--- src/rtl/gen_stream_ctrl_if.sv ---
// Source/buffer bus between the stream sequencer and its neighbours.
//   master : sequencer view (drives src_en, buf_wr_en, buf_wr_data)
//   slave  : generator/buffer view (drives src_valid, src_data, buf_full, buf_empty)
// Channel i data lives in src_data[i*DATA_W +: DATA_W].
interface gen_stream_ctrl_if #(
    parameter int unsigned N_CH   = 2,
    parameter int unsigned DATA_W = 16
);
    logic [N_CH-1:0]        src_valid;
    logic [N_CH*DATA_W-1:0] src_data;
    logic [N_CH-1:0]        src_en;
    logic                   buf_full;
    logic                   buf_empty;
    logic                   buf_wr_en;
    logic [DATA_W-1:0]      buf_wr_data;

    modport master (
        input  src_valid, src_data, buf_full, buf_empty,
        output src_en, buf_wr_en, buf_wr_data
    );

    modport slave (
        output src_valid, src_data, buf_full, buf_empty,
        input  src_en, buf_wr_en, buf_wr_data
    );
endinterface

--- src/rtl/gen_stream_ctrl.sv ---
// Sequencer moving words from N_CH generator channels into one buffer write port.
// Handles source enables, buffer back-pressure, stop/drain and fixed or
// round-robin channel selection.
//   clock, reset  : system clock (rising edge), async active-low reset
//   start         : per-channel start request (level)
//   rr_mode       : round-robin select, latched when leaving IDLE
//   stop          : stop request, wins over start in every state
//   bus           : source valid/data/enable and buffer full/empty/write
//   parity        : XOR of last written word
//   active_ch     : currently selected channel
//   state_out     : 0=IDLE 1=COMM 2=WAIT 3=BUF_EMPTY
//   word_cnt      : words written since last start, saturating
module gen_stream_ctrl #(
    parameter int unsigned N_CH     = 2,
    parameter int unsigned DATA_W   = 16,
    parameter int unsigned CH_W     = 1,
    parameter int unsigned RR_BURST = 8
) (
    input  logic                  clock,
    input  logic                  reset,
    input  logic [N_CH-1:0]       start,
    input  logic                  rr_mode,
    input  logic                  stop,
    gen_stream_ctrl_if.master     bus,
    output logic                  parity,
    output logic [CH_W-1:0]       active_ch,
    output logic [1:0]            state_out,
    output logic [15:0]           word_cnt
);

    localparam int unsigned BURST_W = 8;
    localparam int unsigned CNT_W   = 16;

    typedef enum logic [1:0] {
        ST_IDLE      = 2'd0,
        ST_COMM      = 2'd1,
        ST_WAIT      = 2'd2,
        ST_BUF_EMPTY = 2'd3
    } state_t;

    state_t               state_q;
    state_t               state_d;

    logic [BURST_W-1:0]   burst_q;
    logic [BURST_W-1:0]   burst_d;
    logic                 rr_q;
    logic                 rr_d;
    logic [CH_W-1:0]      ch_d;
    logic [CNT_W-1:0]     cnt_d;
    logic                 parity_d;
    logic                 wr_en_q;
    logic                 wr_en_d;
    logic [DATA_W-1:0]    wr_data_q;
    logic [DATA_W-1:0]    wr_data_d;

    logic [N_CH-1:0]      cur_onehot;
    logic [N_CH-1:0]      other_start;
    logic                 sel_valid;
    logic [DATA_W-1:0]    sel_data;
    logic                 accept;
    logic [CH_W-1:0]      ch_next_rr;
    logic [BURST_W-1:0]   burst_inc;

    // Index of the lowest set bit; zero when nothing is set.
    function automatic logic [CH_W-1:0] lowest_bit(input logic [N_CH-1:0] v);
        logic [CH_W-1:0] idx;
        idx = '0;
        for (int i = int'(N_CH) - 1; i >= 0; i--) begin
            if (v[i]) idx = CH_W'(i);
        end
        return idx;
    endfunction

    // Channel decode and data/valid select for the active channel.
    always_comb begin
        cur_onehot = '0;
        sel_data   = '0;
        for (int i = 0; i < int'(N_CH); i++) begin
            cur_onehot[i] = (active_ch == CH_W'(i));
            if (active_ch == CH_W'(i)) sel_data = bus.src_data[i*DATA_W +: DATA_W];
        end
    end

    assign sel_valid   = |(bus.src_valid & cur_onehot);
    assign other_start = start & ~cur_onehot;
    assign accept      = (state_q == ST_COMM) && !bus.buf_full && sel_valid;
    assign burst_inc   = burst_q + BURST_W'(1);
    // Explicit wrap keeps active_ch below N_CH when N_CH is not a power of two.
    assign ch_next_rr  = (active_ch == CH_W'(N_CH - 1)) ? '0 : active_ch + CH_W'(1);

    assign bus.src_en      = ((state_q == ST_COMM) && !bus.buf_full) ? cur_onehot : '0;
    assign bus.buf_wr_en   = wr_en_q;
    assign bus.buf_wr_data = wr_data_q;
    assign state_out       = state_q;

    // State register.
    always_ff @(posedge clock or negedge reset) begin
        if (!reset) state_q <= ST_IDLE;
        else        state_q <= state_d;
    end

    // Next-state logic; stop takes priority everywhere.
    always_comb begin
        state_d = state_q;
        unique case (state_q)
            ST_IDLE: begin
                if (!stop && (|start)) state_d = ST_COMM;
            end
            ST_COMM: begin
                if (stop)              state_d = ST_BUF_EMPTY;
                else if (bus.buf_full) state_d = ST_WAIT;
            end
            ST_WAIT: begin
                if (stop)              state_d = ST_BUF_EMPTY;
                else if (!bus.buf_full) state_d = ST_COMM;
            end
            ST_BUF_EMPTY: begin
                // Wait until the last strobe has gone out and the buffer has drained.
                if (bus.buf_empty && !wr_en_q) state_d = ST_IDLE;
            end
            default: state_d = ST_IDLE;
        endcase
    end

    // Next values of the registered outputs and channel bookkeeping.
    always_comb begin
        wr_en_d   = accept;
        wr_data_d = accept ? sel_data : wr_data_q;
        parity_d  = accept ? ^sel_data : parity;
        cnt_d     = (accept && (word_cnt != 16'hFFFF)) ? word_cnt + CNT_W'(1) : word_cnt;
        ch_d      = active_ch;
        burst_d   = burst_q;
        rr_d      = rr_q;

        unique case (state_q)
            ST_IDLE: begin
                if (!stop && (|start)) begin
                    ch_d    = lowest_bit(start);
                    cnt_d   = '0;
                    burst_d = '0;
                    rr_d    = rr_mode;
                end
            end
            ST_COMM: begin
                if (!stop) begin
                    if (rr_q) begin
                        if (accept) begin
                            if (burst_inc == BURST_W'(RR_BURST)) begin
                                burst_d = '0;
                                ch_d    = ch_next_rr;
                            end else begin
                                burst_d = burst_inc;
                            end
                        end
                    end else if (!bus.buf_full && (|other_start)) begin
                        ch_d    = lowest_bit(other_start);
                        burst_d = '0;
                    end
                end
            end
            default: ;
        endcase
    end

    // Output and datapath registers.
    always_ff @(posedge clock or negedge reset) begin
        if (!reset) begin
            wr_en_q   <= 1'b0;
            wr_data_q <= '0;
            parity    <= 1'b0;
            word_cnt  <= '0;
            active_ch <= '0;
            burst_q   <= '0;
            rr_q      <= 1'b0;
        end else begin
            wr_en_q   <= wr_en_d;
            wr_data_q <= wr_data_d;
            parity    <= parity_d;
            word_cnt  <= cnt_d;
            active_ch <= ch_d;
            burst_q   <= burst_d;
            rr_q      <= rr_d;
        end
    end

endmodule
--- src/flat_wrapper.sv ---
// flat-port wrapper written by rule: the top's interface ports become plain ports
module gen_stream_ctrl_flat 
#(
    parameter int unsigned N_CH     = 2,
    parameter int unsigned DATA_W   = 16,
    parameter int unsigned CH_W     = 1,
    parameter int unsigned RR_BURST = 8
)
  (clock, reset, start, rr_mode, stop, parity, active_ch, state_out, word_cnt, bus_src_valid, bus_src_data, bus_buf_full, bus_buf_empty, bus_src_en, bus_buf_wr_en, bus_buf_wr_data);
  gen_stream_ctrl_if #(.N_CH(N_CH), .DATA_W(DATA_W)) bus_i ();
  input  logic clock;
  input  logic reset;
  input  logic [N_CH-1:0] start;
  input  logic rr_mode;
  input  logic stop;
  output logic parity;
  output logic [CH_W-1:0] active_ch;
  output logic [1:0] state_out;
  output logic [15:0] word_cnt;
  input wire logic [$bits(bus_i.src_valid)-1:0] bus_src_valid;
  input wire logic [$bits(bus_i.src_data)-1:0] bus_src_data;
  input wire logic [$bits(bus_i.buf_full)-1:0] bus_buf_full;
  input wire logic [$bits(bus_i.buf_empty)-1:0] bus_buf_empty;
  output wire logic [$bits(bus_i.src_en)-1:0] bus_src_en;
  output wire logic [$bits(bus_i.buf_wr_en)-1:0] bus_buf_wr_en;
  output wire logic [$bits(bus_i.buf_wr_data)-1:0] bus_buf_wr_data;
  assign bus_i.src_valid = bus_src_valid;
  assign bus_i.src_data = bus_src_data;
  assign bus_i.buf_full = bus_buf_full;
  assign bus_i.buf_empty = bus_buf_empty;
  assign bus_src_en = bus_i.src_en;
  assign bus_buf_wr_en = bus_i.buf_wr_en;
  assign bus_buf_wr_data = bus_i.buf_wr_data;
  gen_stream_ctrl #(.N_CH(N_CH), .DATA_W(DATA_W), .CH_W(CH_W), .RR_BURST(RR_BURST)) u_core (.clock(clock), .reset(reset), .start(start), .rr_mode(rr_mode), .stop(stop), .bus(bus_i), .parity(parity), .active_ch(active_ch), .state_out(state_out), .word_cnt(word_cnt));
endmodule
--- config.mk ---
export PLATFORM = sky130hd
export DESIGN_NAME = gen_stream_ctrl_flat
export DESIGN_NICKNAME = d
export VERILOG_FILES = /design/src/rtl/gen_stream_ctrl_if.sv /design/src/rtl/gen_stream_ctrl.sv /design/src/flat_wrapper.sv
export SDC_FILE = /design/constraint.sdc
export NUM_CORES = 1
export LEC_CHECK = 0
export BUFFER_PORTS_ARGS = -buffer_cell sky130_fd_sc_hd__buf_4
export CAP_MARGIN = 10
export CORE_MARGIN = 1
export CORE_UTILIZATION = 52
export DETAILED_ROUTE_END_ITERATION = 10
export PLACE_DENSITY = 0.85
export SYNTH_ARGS = -nofsm -noshare
export SYNTH_HDL_FRONTEND = slang
export SYNTH_SLANG_ARGS = --single-unit
--- constraint.sdc ---
create_clock -name clock -period 2.75 [get_ports clock]
set_input_delay 0.275 -clock clock [delete_from_list [all_inputs] [get_ports clock]]
set_output_delay 0.275 -clock clock [all_outputs]
set_load 0.03 [all_outputs]
# Word-level counts from Yosys, hierarchy flattened
# Index checks and enable logic that the tools add are counted.
# totals
ff_bits	46
wordCells	78
output_inout_bits	39
input_bits	42
# op_classes
add_sub_neg	3
bitwise_logic	4
n_reduce_logical	19
eq_ne	13
n_mux	31
# op_table
op	n
two-way mux 16 bit	4
two-way mux 8 bit	6
adder 16 x 1 -> 16 bit, second input constant	1
inequality test 16 bit, second input constant	1
one-hot mux 8 bit (2 select lines)	1
XOR reduction 16 bit	1
two-way mux 2 bit	7
inequality test 3 bit, second input constant	4
two-way mux 1 bit	11
adder 8 x 1 -> 8 bit, second input constant	1
== test 8 x 4 -> 1 bit, second input constant	1
one-hot mux 2 bit (4 select lines)	1
logical AND 1 bit	6
AND reduction 6 bit	1
OR reduction 2 bit	3
AND reduction 5 bit	1
AND 2 bit	2
== test 2 bit, second input constant	2
inequality test 2 x 1 -> 1 bit, second input constant	2
AND reduction 4 bit	1
zero test 1 bit	3
inequality test 3 x 2 -> 1 bit, second input constant	1
== test 2 x 1 -> 1 bit, second input constant	1
zero test 2 bit	1
7 further kinds	7

# Depth between registers and ports, before layout
# logic_depth
depth_word	9
ltp_mapped	8
mapped_depth_nobuf	7

# Worst setup path after synthesis
# No wires, ideal clock.
# synth_timing
path_kind	register to output
from	register u_core.active_ch
to	output bus_src_en[1]
t_arrival_ns	2.160
path_stages_with_launch	5
path_buffers	3
setup_slack_ns	0.315
required_time_ns	2.475
path_cell_list	dfrtp_1 -> buf_6 -> clkbuf_1 -> clkbuf_1 -> nor3b_1
# synth_via
elab_chain_cells	1
# synth_rtl
element	line	text
from (decl)	gen_stream_ctrl.sv:26	output logic [CH_W-1:0] active_ch,
from (signal assigned)	gen_stream_ctrl.sv:180	active_ch <= ch_d;
two-way mux 2 bit	gen_stream_ctrl.sv:91	assign bus.src_en = ((state_q == ST_COMM) && !bus.buf_full) ? cur_onehot : '0;
to (decl)	flat_wrapper.sv:24	output wire logic [$bits(bus_i.src_en)-1:0] bus_src_en;
# No other way between the ends.

# Final worst setup path
# layout_timing
from	register u_core.state_q[1], in the netlist u_core.state_out[1]
to	register u_core.word_cnt[6]
# layout_via
elab_chain_cells	7
word_cells_on_any_way	8
cone_classes	eq/ne: 1; mux: 3; reduce/logical: 4
# layout_rtl
element	line	text
from (decl)	gen_stream_ctrl.sv:41	state_t state_q;
from (signal assigned)	gen_stream_ctrl.sv:99	else state_q <= state_d;
== test 2 x 1 -> 1 bit	gen_stream_ctrl.sv:86	assign accept = (state_q == ST_COMM) && !bus.buf_full && sel_valid;
logical AND 1 bit (2 in a row)	gen_stream_ctrl.sv:86	
logical AND 1 bit	gen_stream_ctrl.sv:130	cnt_d = (accept && (word_cnt != 16'hFFFF)) ? word_cnt + CNT_W'(1) : word_cnt;
two-way mux 16 bit	gen_stream_ctrl.sv:130	
two-way mux 16 bit	gen_stream_ctrl.sv:137	if (!stop && (|start)) begin
two-way mux 16 bit *	gen_stream_ctrl.sv:135	unique case (state_q)
net u_core.cnt_d[6]	gen_stream_ctrl.sv:49	logic [CNT_W-1:0] cnt_d;
to (signal assigned)	gen_stream_ctrl.sv:179	word_cnt <= cnt_d;
to (decl)	gen_stream_ctrl.sv:28	output logic [15:0] word_cnt
# The timed path passes the listed nets; every way through them passes the cells marked *.
# A chain may end at the register's enable or synchronous reset.

==> qor.txt <==
DP HPWL = 4770 um
Worst skew pair latency = 0.30 ns
H-tree depth = 2
Cell mode on critical path = or3_1
CP startpoint kind = register
Tot Pwr = 2.81 mW
Most frequent cells in the layout = 84 x buf_4, 46 x dfrtp_1, 39 x nand2_1, 31 x o21ai_0, 26 x nor2_1
Num rows = 25
Area Overhead vs Synth = 27.8%
MaxCap Viol Count = 0
Worst r2r path cells = 5
Sequential cell area fraction in the yosys report = 0.431
Delay-heaviest family, CP = simple AND/OR/NAND/NOR gates
Setup bufs post-CTS = 0
ANT nets after route = 0
Placer Congestion = 0.842
Reg-to-Reg End = u_core.word_cnt[6]
R2r startpoint = u_core.state_out[1]
CP max stage cell = or3_4
Power Dens Cells = 824 mW/mm^2
Final setup fails = 0
Die width = 73.7 um
Hold Fails Final Rpt = 0
Core area = 0.00482 mm^2
Fmax = 408 MHz
Critical Path AT = 2.68 ns
First-pass GRT wire length = 10,200 um
Vias/cell = 5.63
Die ar. = 0.00543 mm^2
DR vias = 2,460
Fin Hold WS = 0.188 ns
Nets = 415
Critical-path cell list = nand2b_1, or3_4, or3_1, or3_1, a21oi_1
Antenna cells = 0
Async SR Flop Fraction = 1.00
Port bufs = 80
Clock edge transition at the registers on the reported setup and hold paths = 0.08 ns
Leakage power = 1.60 nW
Dominant synthesized flop cell = dfrtp_1
GRT overflow = 0
Avg Inst Size Synth = 9.11 um^2
Status = finished, final reports clean
Crit Path Max Fanout = 40
Max incr delay on CP = 0.60 ns
Worst slack at placement = 0.295 ns
Fin worst setup slack = 0.298 ns
Io pins = 81
R2R setup slack = 0.30 ns
TritonCTS Sinks = 46
FF+latch count, synth = 46
Crit path time final = 2.45 ns
CP Depth = 5
Maximum vdd drop = 0.445 mV
Root Buffer = clkbuf_8
Initial antenna violation count = 0
Critical Path End = u_core.word_cnt[6]
DRC = 0
PostCTS Resize Cnt = 0
Yosys cell types = 40
Crit path capture type = register
Die Ht = 73.7 um
Ys Warns = 0
Routed WL = 6480 um
Routed WL per cell = 14.8 um
Bufs and invs on worst path = 0
Worst Tran Pin Value = 0.579 ns
Rel. slew slack = 0.614
Total track usage = 0.245
CP Class = register to register
Setup TNS = 0 ns
Fin crit share = 0.892
CTS Buf Count = 5
WP data required = 2.98 ns
EDFF count, synth = 0
Layout Skew = 0.00569 ns
Largest net degree at the start of global routing = 47
Post-Synthesis Cells = 293
Mapped cell area = 0.00267 mm^2
Initial Util = 0.554
Net Count, Synth = 337
Final slew viol count = 0
Min-Delay Path Class = primary input to register
CTS tree = yes
Vias in the first global route = 2,237
CP Launch Point = u_core.state_out[1]
DRT Pass-1 Iters = 4
Fillers = 409
Unrepaired setup endpoints after global routing = no
Commonest non-fill, non-tap cell in the layout = buf_4
Initial DRC count = 101
# hold bufs at CTS = 1
Clock buffer depth = 2
Layout cell share with drive strength beyond 1 = 0.254
-- Yosys cell counts, types with 3 or more instances --
library cell / number / area [um^2]
and3_1: 3 / 18.8
xor2_1: 19 / 166
clkbuf_1: 10 / 37.5
dfrtp_1: 46 / 1150
nand3_1: 11 / 55.1
mux2i_1: 24 / 240
nor3_1: 10 / 50.1
o21ai_0: 31 / 155
nand4_1: 3 / 18.8
o211ai_1: 4 / 30.0
or3_1: 4 / 25.0
nand2_1: 39 / 146
inv_1: 4 / 15.0
nor2_1: 26 / 97.6
a21oi_1: 11 / 55.1
nor4_1: 3 / 18.8
xnor2_1: 12 / 105
-- cell families (layout without fill, tap and decap cells) --
family	Yosys count	after routing	share of synthesized area
AOI/OAI and AO/OA	61	61	0.138
xor gates and xnor gates	32	32	0.110
adders and majority gates	2	2	0.00937
buffers and inverters	18	95	0.0295
DFF	46	46	0.431
muxes	24	24	0.0900
and+or+nand+nor	110	110	0.192
-- sequential cells by signal, summed over array words and instances (netlist names) --
register	cells
u_core.parity	1
u_core.word_cnt	16
u_core.bus.buf_wr_en	1
u_core.state_out	2
u_core.rr_q	1
u_core.active_ch	1
u_core.burst_q	8
u_core.bus.buf_wr_data	16
-- worst min-delay path: stages --
cell	delay, ns
buf_4	0.08
nand2_1	0.03
o21ai_0	0.06
-- stage by stage --
stage	area, um^2	util	cells
after floorplan	2670	-	293
after global placement	3320	0.689	430
after detailed placement	3320	0.689	430
after CTS	3410	0.709	437
after global routing	3410	0.709	437
final	3410	0.709	437
-- metal layers --
| layer | up-vias | track usage | part of all wire |
|---|---|---|---|
| li1 | 1190 | - | - |
| met1 | 1164 | 0.309 | 0.42 |
| met2 | 101 | 0.427 | 0.49 |
| met3 | 5 | 0.0590 | 0.074 |
| met4 | 0 | 0.0534 | 0.0068 |
| met5 | - | 0 | 0 |
-- power by group --
part / total (mW) / internal [mW] / switching, mW
sequential: 1.01 / 0.855 / 0.155
combinational: 1.39 / 0.573 / 0.820
clock: 0.408 / 0.194 / 0.214
total: 2.81 / 1.62 / 1.19
-- worst min path at each step --
stage          depth (start not counted)                         end     from  slack (ns)
6_report                               3                 u_core.rr_q  rr_mode        0.19
2_1_floorplan                          0            u_core.active_ch    reset       -0.02
3_5_place_dp                           1  u_core.bus.buf_wr_data[11]    reset        0.32
4_1_cts                                3                 u_core.rr_q  rr_mode        0.19
5_1_grt                                3                 u_core.rr_q  rr_mode        0.20
3_3_place_gp                           1  u_core.bus.buf_wr_data[11]    reset        0.31
-- area by class of cell --
class / instances / area (um^2) / share of cell area
Tap cell: 67 / 83.8 / 0.0246
Sequential cell: 46 / 1150 / 0.337
Clock buffer: 6 / 82.6 / 0.0242
Inverter: 4 / 15.0 / 0.00440
Timing Repair Buffer: 85 / 641 / 0.188
Multi-Input combinational cell: 229 / 1440 / 0.422
No activity file was read; power rests on OpenSTA's default activity.
